$ cat config.mk
export PLATFORM = sky130hd
export DESIGN_NAME = my_fifo
export DESIGN_NICKNAME = d
export VERILOG_FILES = /design/src/rtl/my_fifo_pkg.sv /design/src/rtl/my_fifo_mem.sv /design/src/rtl/my_fifo.sv
export SDC_FILE = /design/constraint.sdc
export NUM_CORES = 1
export LEC_CHECK = 0
export CAP_MARGIN = 10
export CORE_UTILIZATION = 55
export CTS_BUF_LIST = sky130_fd_sc_hd__clkbuf_8 sky130_fd_sc_hd__clkbuf_16
export DETAILED_ROUTE_END_ITERATION = 8
export PLACE_DENSITY_LB_ADDON = 0.3
export SETUP_SLACK_MARGIN = 0.2
export SLEW_MARGIN = 5
export SYNTH_ARGS = -nofsm -noshare
export SYNTH_HDL_FRONTEND = slang
export SYNTH_SLANG_ARGS = --single-unit
$ cat constraint.sdc
create_clock -name clk -period 2.22 [get_ports clk]
set_input_delay 0.444 -clock clk [delete_from_list [all_inputs] [get_ports clk]]
set_output_delay 0.444 -clock clk [all_outputs]
set_load 0.01 [all_outputs]
$ cat src/rtl/my_fifo_pkg.sv
// Shared defaults and derived widths for the my_fifo block.
package my_fifo_pkg;

  // Default word width and depth (depth must be a power of two, >= 2).
  localparam int FIFO_DATA_WIDTH = 4;
  localparam int FIFO_DEPTH      = 8;

  // Address width needed to index a storage array of the given depth.
  function automatic int addr_width(input int depth);
    return $clog2(depth);
  endfunction

  localparam int ADDR_W = addr_width(FIFO_DEPTH);

endpackage : my_fifo_pkg

$ cat src/rtl/my_fifo_mem.sv
// DEPTH x DATA_WIDTH register array: clocked write port, combinational read port.
module my_fifo_mem
  import my_fifo_pkg::*;
#(
  parameter int DATA_WIDTH = FIFO_DATA_WIDTH,
  parameter int DEPTH      = FIFO_DEPTH,
  parameter int AW         = addr_width(DEPTH)
) (
  input  logic                  clk,
  input  logic                  wr_en,
  input  logic [AW-1:0]         wr_addr,
  input  logic [DATA_WIDTH-1:0] wr_data,
  input  logic [AW-1:0]         rd_addr,
  output logic [DATA_WIDTH-1:0] rd_data
);

  // Storage is never reset; only words behind the read pointer are ever observed.
  logic [DATA_WIDTH-1:0] mem_q [DEPTH];

  // Store the incoming word at the write address when a write is accepted.
  always_ff @(posedge clk) begin
    if (wr_en) begin
      mem_q[wr_addr] <= wr_data;
    end
  end

  // Asynchronous read so the top can register the word on the accepting edge.
  assign rd_data = mem_q[rd_addr];

endmodule : my_fifo_mem

$ cat src/rtl/my_fifo.sv
// Synchronous FIFO: wrap-bit pointers, registered read data, decoded flags.
module my_fifo
  import my_fifo_pkg::*;
#(
  parameter int DATA_WIDTH = FIFO_DATA_WIDTH,
  parameter int DEPTH      = FIFO_DEPTH
) (
  input  logic                  clk,
  input  logic                  reset,
  input  logic                  read_en,
  input  logic                  write_en,
  input  logic [DATA_WIDTH-1:0] data_in,
  output logic [DATA_WIDTH-1:0] data_out,
  output logic                  full,
  output logic                  empty
);

  localparam int AW = addr_width(DEPTH);
  localparam logic [AW:0] PTR_ONE = 1;

  // Pointers carry one extra wrap bit so full and empty are distinguishable.
  logic [AW:0]           wr_ptr_q, wr_ptr_d;
  logic [AW:0]           rd_ptr_q, rd_ptr_d;
  logic [DATA_WIDTH-1:0] data_out_q, data_out_d;
  logic [DATA_WIDTH-1:0] mem_rdata;
  logic                  wr_accept;
  logic                  rd_accept;

  // Flags decode registered pointers only, so inputs never reach them combinationally.
  assign empty = (wr_ptr_q == rd_ptr_q);
  assign full  = (wr_ptr_q[AW] != rd_ptr_q[AW]) &&
                 (wr_ptr_q[AW-1:0] == rd_ptr_q[AW-1:0]);

  // Requests qualify against pre-edge flags; reset blocks storage writes too.
  assign wr_accept = write_en && !full && reset;
  assign rd_accept = read_en && !empty;

  my_fifo_mem #(
    .DATA_WIDTH(DATA_WIDTH),
    .DEPTH     (DEPTH),
    .AW        (AW)
  ) u_mem (
    .clk    (clk),
    .wr_en  (wr_accept),
    .wr_addr(wr_ptr_q[AW-1:0]),
    .wr_data(data_in),
    .rd_addr(rd_ptr_q[AW-1:0]),
    .rd_data(mem_rdata)
  );

  // Next-state for pointers and output register; everything holds by default.
  always_comb begin
    wr_ptr_d   = wr_ptr_q;
    rd_ptr_d   = rd_ptr_q;
    data_out_d = data_out_q;
    if (wr_accept) begin
      wr_ptr_d = wr_ptr_q + PTR_ONE;
    end
    if (rd_accept) begin
      rd_ptr_d   = rd_ptr_q + PTR_ONE;
      data_out_d = mem_rdata;
    end
  end

  // State registers with asynchronous active-low clear.
  always_ff @(posedge clk or negedge reset) begin
    if (!reset) begin
      wr_ptr_q   <= '0;
      rd_ptr_q   <= '0;
      data_out_q <= '0;
    end else begin
      wr_ptr_q   <= wr_ptr_d;
      rd_ptr_q   <= rd_ptr_d;
      data_out_q <= data_out_d;
    end
  end

  assign data_out = data_out_q;

endmodule : my_fifo

After elaboration in Yosys (flattened, before gate mapping) --
Memory sizes are Yosys's and may differ from the RTL's. A register that Yosys moved wholly into a read port is not among the register bits. Cells that the tools add are included.
Word-level totals: bits in writable memories 32, input bits 8, flip-flop bits (word level) 8, logic and storage cells 17, memories 1
Cells by class: reduce and logical (&&, ||, !) cells 7, $add $sub $neg 2, eq/ne operators 3, multiplexer cells 2
Memory list:
- u_mem.mem_q | depth 8, bits a word 4, rd ports 1, clocked after memory_dff 1, write ports 1, line my_fifo_mem.sv:18 | logic [DATA_WIDTH-1:0] mem_q [DEPTH];
Operator list (count):
- $add A4 B1 Y4 const B | 2
- $eq A4 B4 Y1 | 1
- $logic_and A1 B1 Y1 | 4
- $eq A3 B3 Y1 | 1
- $logic_not A1 Y1 | 3
- $mux W1 | 2
- $ne A1 B1 Y1 | 1

Longest topological paths before layout --
depth after elaboration 7, depth in mapped cells 6, mapped depth without buffers 4

Hierarchy --
A second synthesis with hierarchy kept.
Second synthesis, totals: cells, all modules 107, area, all modules 1896.8 µm²
By module, submodules not included:
- my_fifo_mem | instances 1, area each 1290.0 µm², sequential area each 960.9 µm², cells each 59
- my_fifo | instances 1, area each 606.8 µm², sequential area each 300.3 µm², cells each 48

Worst setup path after synthesis --
No wires, ideal clock.
path type register -> register, from register wr_ptr_q[0], to memory u_mem.mem_q[0][0] (netlist bit) (enable), library setup time 0.361 ns, arrival 1.434 ns, clock period less this slack 1.795 ns, setup slack 0.425 ns, stages on the path, launching flop included 6, data required time 1.859 ns, path buffers 1, path through dfrtp_1 > buf_4 > xnor2_2 > a41oi_4 > nand2b_1 > nor3_1
Between the ends: word-level cells in the longest chain between the ends 7
RTL lines:
- start, declared | line my_fifo.sv:22 | logic [AW:0] wr_ptr_q, wr_ptr_d;
- start signal, assigned | line my_fifo.sv:72 | wr_ptr_q <= wr_ptr_d;
- $eq A3 B3 Y1 | line my_fifo.sv:32 | (wr_ptr_q[AW-1:0] == rd_ptr_q[AW-1:0]);
- $logic_and A1 B1 Y1 | line my_fifo.sv:31 | assign full = (wr_ptr_q[AW] != rd_ptr_q[AW]) &&
- $logic_not A1 Y1 | line my_fifo.sv:35 | assign wr_accept = write_en && !full && reset;
- $logic_and A1 B1 Y1 (2 in series) | line my_fifo.sv:35
- $mux W1 | line my_fifo_mem.sv:22 | if (wr_en) begin
- $mux W1 (not written as such) | line my_fifo_mem.sv:23 | mem_q[wr_addr] <= wr_data;
- end, declared | line my_fifo_mem.sv:18
Parallel ways exist; a longest one is shown, timed or not.

Worst setup path after layout --
from register rd_ptr_q[3], to output empty
Between the ends: word-level cells in the longest chain between the ends 1
RTL lines:
- start, declared | line my_fifo.sv:23 | logic [AW:0] rd_ptr_q, rd_ptr_d;
- start signal, assigned | line my_fifo.sv:73 | rd_ptr_q <= rd_ptr_d;
- $eq A4 B4 Y1 | line my_fifo.sv:30 | assign empty = (wr_ptr_q == rd_ptr_q);
- end, declared | line my_fifo.sv:15 | output logic empty
Every way passes these cells.

==> results <==
- The die height is around 61 um.
- In this run the deepest clock path goes through 2 buffers.
- Summed over all layers, the routed wires come to roughly 3200 um.
- The class of the worst hold path is register to register.
- The worst setup path is launched from a register.
- For the pin with the worst max-slew slack, the measured transition is roughly 490 ps.
- The flow ran to the end, and the final reports show no timing, DRC or antenna violations.
- The top cell types in the final layout, fill and taps aside, are edfxtp_1 (32), buf_4 (15), dfrtp_1 (11), clkdlybuf4s50_1 (11), nand2_1 (9).
- By startpoint and endpoint, the worst setup path is classified as register to output port.
- The pre-CTS setup slack is roughly 140 ps.
- The post-synthesis sequential element count is 44.
- The first global-routing pass estimated just under 5000 um of wire.
- The number of filler cells placed in the layout is around 260.
- Sorting the synthesized cells by area gives the leading types as edfxtp_1 (50%), dfrtp_1 (16%), mux4_2 (9.4%).
- The cell area after synthesis is between 1500 and 2000 sq um.
- Of the synthesized area, sequential elements account for roughly 66%.
- The top cell type by area accounts for 50.3% of the synthesized area.
- For this design the top-level I/O count stands at 14.
- The mean area per synthesized cell is between 15 and 20 sq um.
- The first TritonRoute pass finished after 4 iterations.
- The number of pins with negative max-slew slack in the final report came to 0.
- TritonCTS built the clock tree.
- The maximum fanout along the worst path is 3.
- Setup repair after global routing left no endpoint under its margin.
- The worst-case clock skew is ~7.6 ps.
- The floorplan has 21 rows.
- Of the available clock period, the critical path in the final layout requires a little over four fifths.
- The number of hold violations in the final report was 0.
- The total inserted antenna cells is 0.
- After detailed placement, the design holds a cell count of between 150 and 200.
- After detailed routing, the average wire length per cell comes to between 15 and 20 um.
- The number of distinct library cell variants in the gate-level netlist after synthesis is 25.
- The initial antenna violation count is 0.
- The die covers ~3700 sq um.
- The utilization after layout is between 60% and 70%.
- In the final layout, the share of cells above drive strength 1 is 26.1%.
- Across the run, the number of max-cap violations was 0.
- Registers take around 1300 sq um.
- The total overflow left after global routing is 0.
- The number of global-route vias before repair is a little over 1000.
- In the final design database the tool counted approximately 150 nets.
- The HPWL after detailed placement is 2280 um.
- The library cell occupying the most area in the post-synthesis netlist is edfxtp_1.
- The most frequent standard cell in the layout excluding fill and tap cells is edfxtp_1.
- The detailed-route vias per instance is ~5.4.
- The detail route stage leaves a number of antenna-violating nets equal to 0.
- When the netlist entered floorplanning its net count stood at 123.
- The violation count after the first detailed-route iteration is 38.
- The clock transition time at the flip-flop clock pins of the worst setup and hold paths is about 80 ps.
- The width of the die is 60.9 um.
- After layout, the minimum clock period comes to ~1900 ps.
- The cell count after synthesis came out at roughly 110.
- The routed layout has approximately 1000 vias.
- For the worst-skew pair, the clock arrives at the later sink with an insertion delay of roughly 290 ps.
- The layout-stage area growth over the synthesis result is 16.4%.
- The number of buffers created by CTS is 5.
- Summed over all cells, the static leakage comes to 0.835 nW.
- For this run, the number of Yosys warnings is 0.
- The standard cell core area is between 3000 and 4000 sq um.
- STA puts the critical path data required time at around 1800 ps.
- The root buffer cell chosen for the clock tree is clkbuf_8.
- Global routing used between 20% and 30% of the available tracks across all layers.
- The count of buffers added on input and output ports is 13.
- The post-layout worst setup margin is approximately 330 ps.
- The arrival time at the worst endpoint is approximately 1400 ps.
- In this run the tightest slew margin relative to its limit is approximately two thirds.
- For flop-to-flop paths, the worst setup slack is ~420 ps.
- For the final routed database, the setup TNS stands at 0 ps.
- The initial cell density of the core is between 50 and 60%.
- For this run, design rule violations remaining after detail routing come to 0.
- After the flow finishes, the layout carries non-filler instances totaling between 150 and 200.
- The final count of negative-setup-slack endpoints is 0.
- The routability congestion estimate is about 0.80.
- In this run the number of H-tree levels came out at 2.
- The clock sink count is between 40 and 50.
- Based on the critical path, the design can be clocked at up to roughly 530 MHz.
- Power spread over the standard cell area amounts to between 1000 and 1500 nW/um^2.
- Across the VDD grid, the largest voltage drop is about 0.54 mV.
- The area of combinational cells with multiple inputs is around 570 sq um.
- The sort of element at the end of the critical path is an output port.
- Entering global routing, the biggest net connects 14 pins.
Yosys cell counts:
cell type and count:
nand3_1 1, dfrtp_1 12, a41oi_4 1, inv_1 3, nor2_4 1, a41o_1 1
nor2_1 6, nand4_1 1, buf_6 2, buf_2 2, buf_12 1, xnor2_2 3
mux4_2 8, edfxtp_1 32, mux2i_1 4, ha_1 2, mux2_2 1, nand2_1 9
nand2b_1 3, mux2_1 1, nor3_1 4, o21ai_0 4, buf_4 2, xor2_1 5
xnor2_1 4
through the flow:
step / hold slack, ps / area [sq um] / total power [mW]
floorplan: 148 / 1910 / 2.04
global route: 508 / 2220 / 3.00
global placement: 463 / 2110 / 2.28
finish: 488 / 2220 / 2.84
CTS: 495 / 2220 / 2.87
detailed placement: 477 / 2110 / 2.33
worst max-delay path, cell delays in order, from the launching register on:
cell           delay (ps)
dfrtp_1               430
xor2_1                220
nor3_1                210
dlygate4sd2_1         290
metal layers:
layer	vias up	track usage (%)	routed length (um)
met5	-	0	0
met4	0	12.3	80
met3	7	5.12	97
met2	22	34.2	1730
met1	524	23.8	1320
li1	468	-	-
path summary, 6_finish.rpt:
path	from	end	cells past startpoint
setup reg to reg	wr_ptr_q[2]	rd_ptr_q[1]	4
min in group asynchronous	reset	rd_ptr_q[3]	2
hold reg to reg	data_out[1]	data_out[1]	2
hold / removal	data_out[1]	data_out[1]	2
max in group asynchronous	reset	wr_ptr_q[2]	2
setup / recovery	rd_ptr_q[3]	empty	3
final cells by class:
cell class              count  area share (%)
flip-flops and latches     44            56.7
multi-input cells          59            25.6
repair buffers             28            10.8
clock buffers               5            3.09
well taps                  46            2.59
clock inverters             3           0.619
inverters                   3           0.506
flip-flops by register name (all words and copies together) (netlist names):
register,cells
rd_ptr_q,4
u_mem.mem_q,32
data_out,4
wr_ptr_q,4
kinds of logic after synthesis:
kind of cell / Yosys count / synth area share [%]
AND/OR/NAND/NOR: 25 / 6.16
XOR/XNOR: 12 / 6.68
multiplexers: 14 / 12.7
AO/OA/AOI/OAI: 6 / 3.01
flip-flops: 44 / 66.0
buffers and inverters: 10 / 4.13
adder cells (fa/ha/maj): 2 / 1.31
report_power, final:
part | leakage (nW) | internal [mW] | switching [mW]
clock | 0.0453 | 0.213 | 0.250
sequential | 0.431 | 1.05 | 0.105
combinational | 0.359 | 0.627 | 0.588
repair_timing:
action                                  CTS  global route
hold buffers                              0             0
buffers inserted                          4             0
endpoints found under the setup margin    2             0
resized for setup                         3             0
Power figures use the tool's default switching activity.
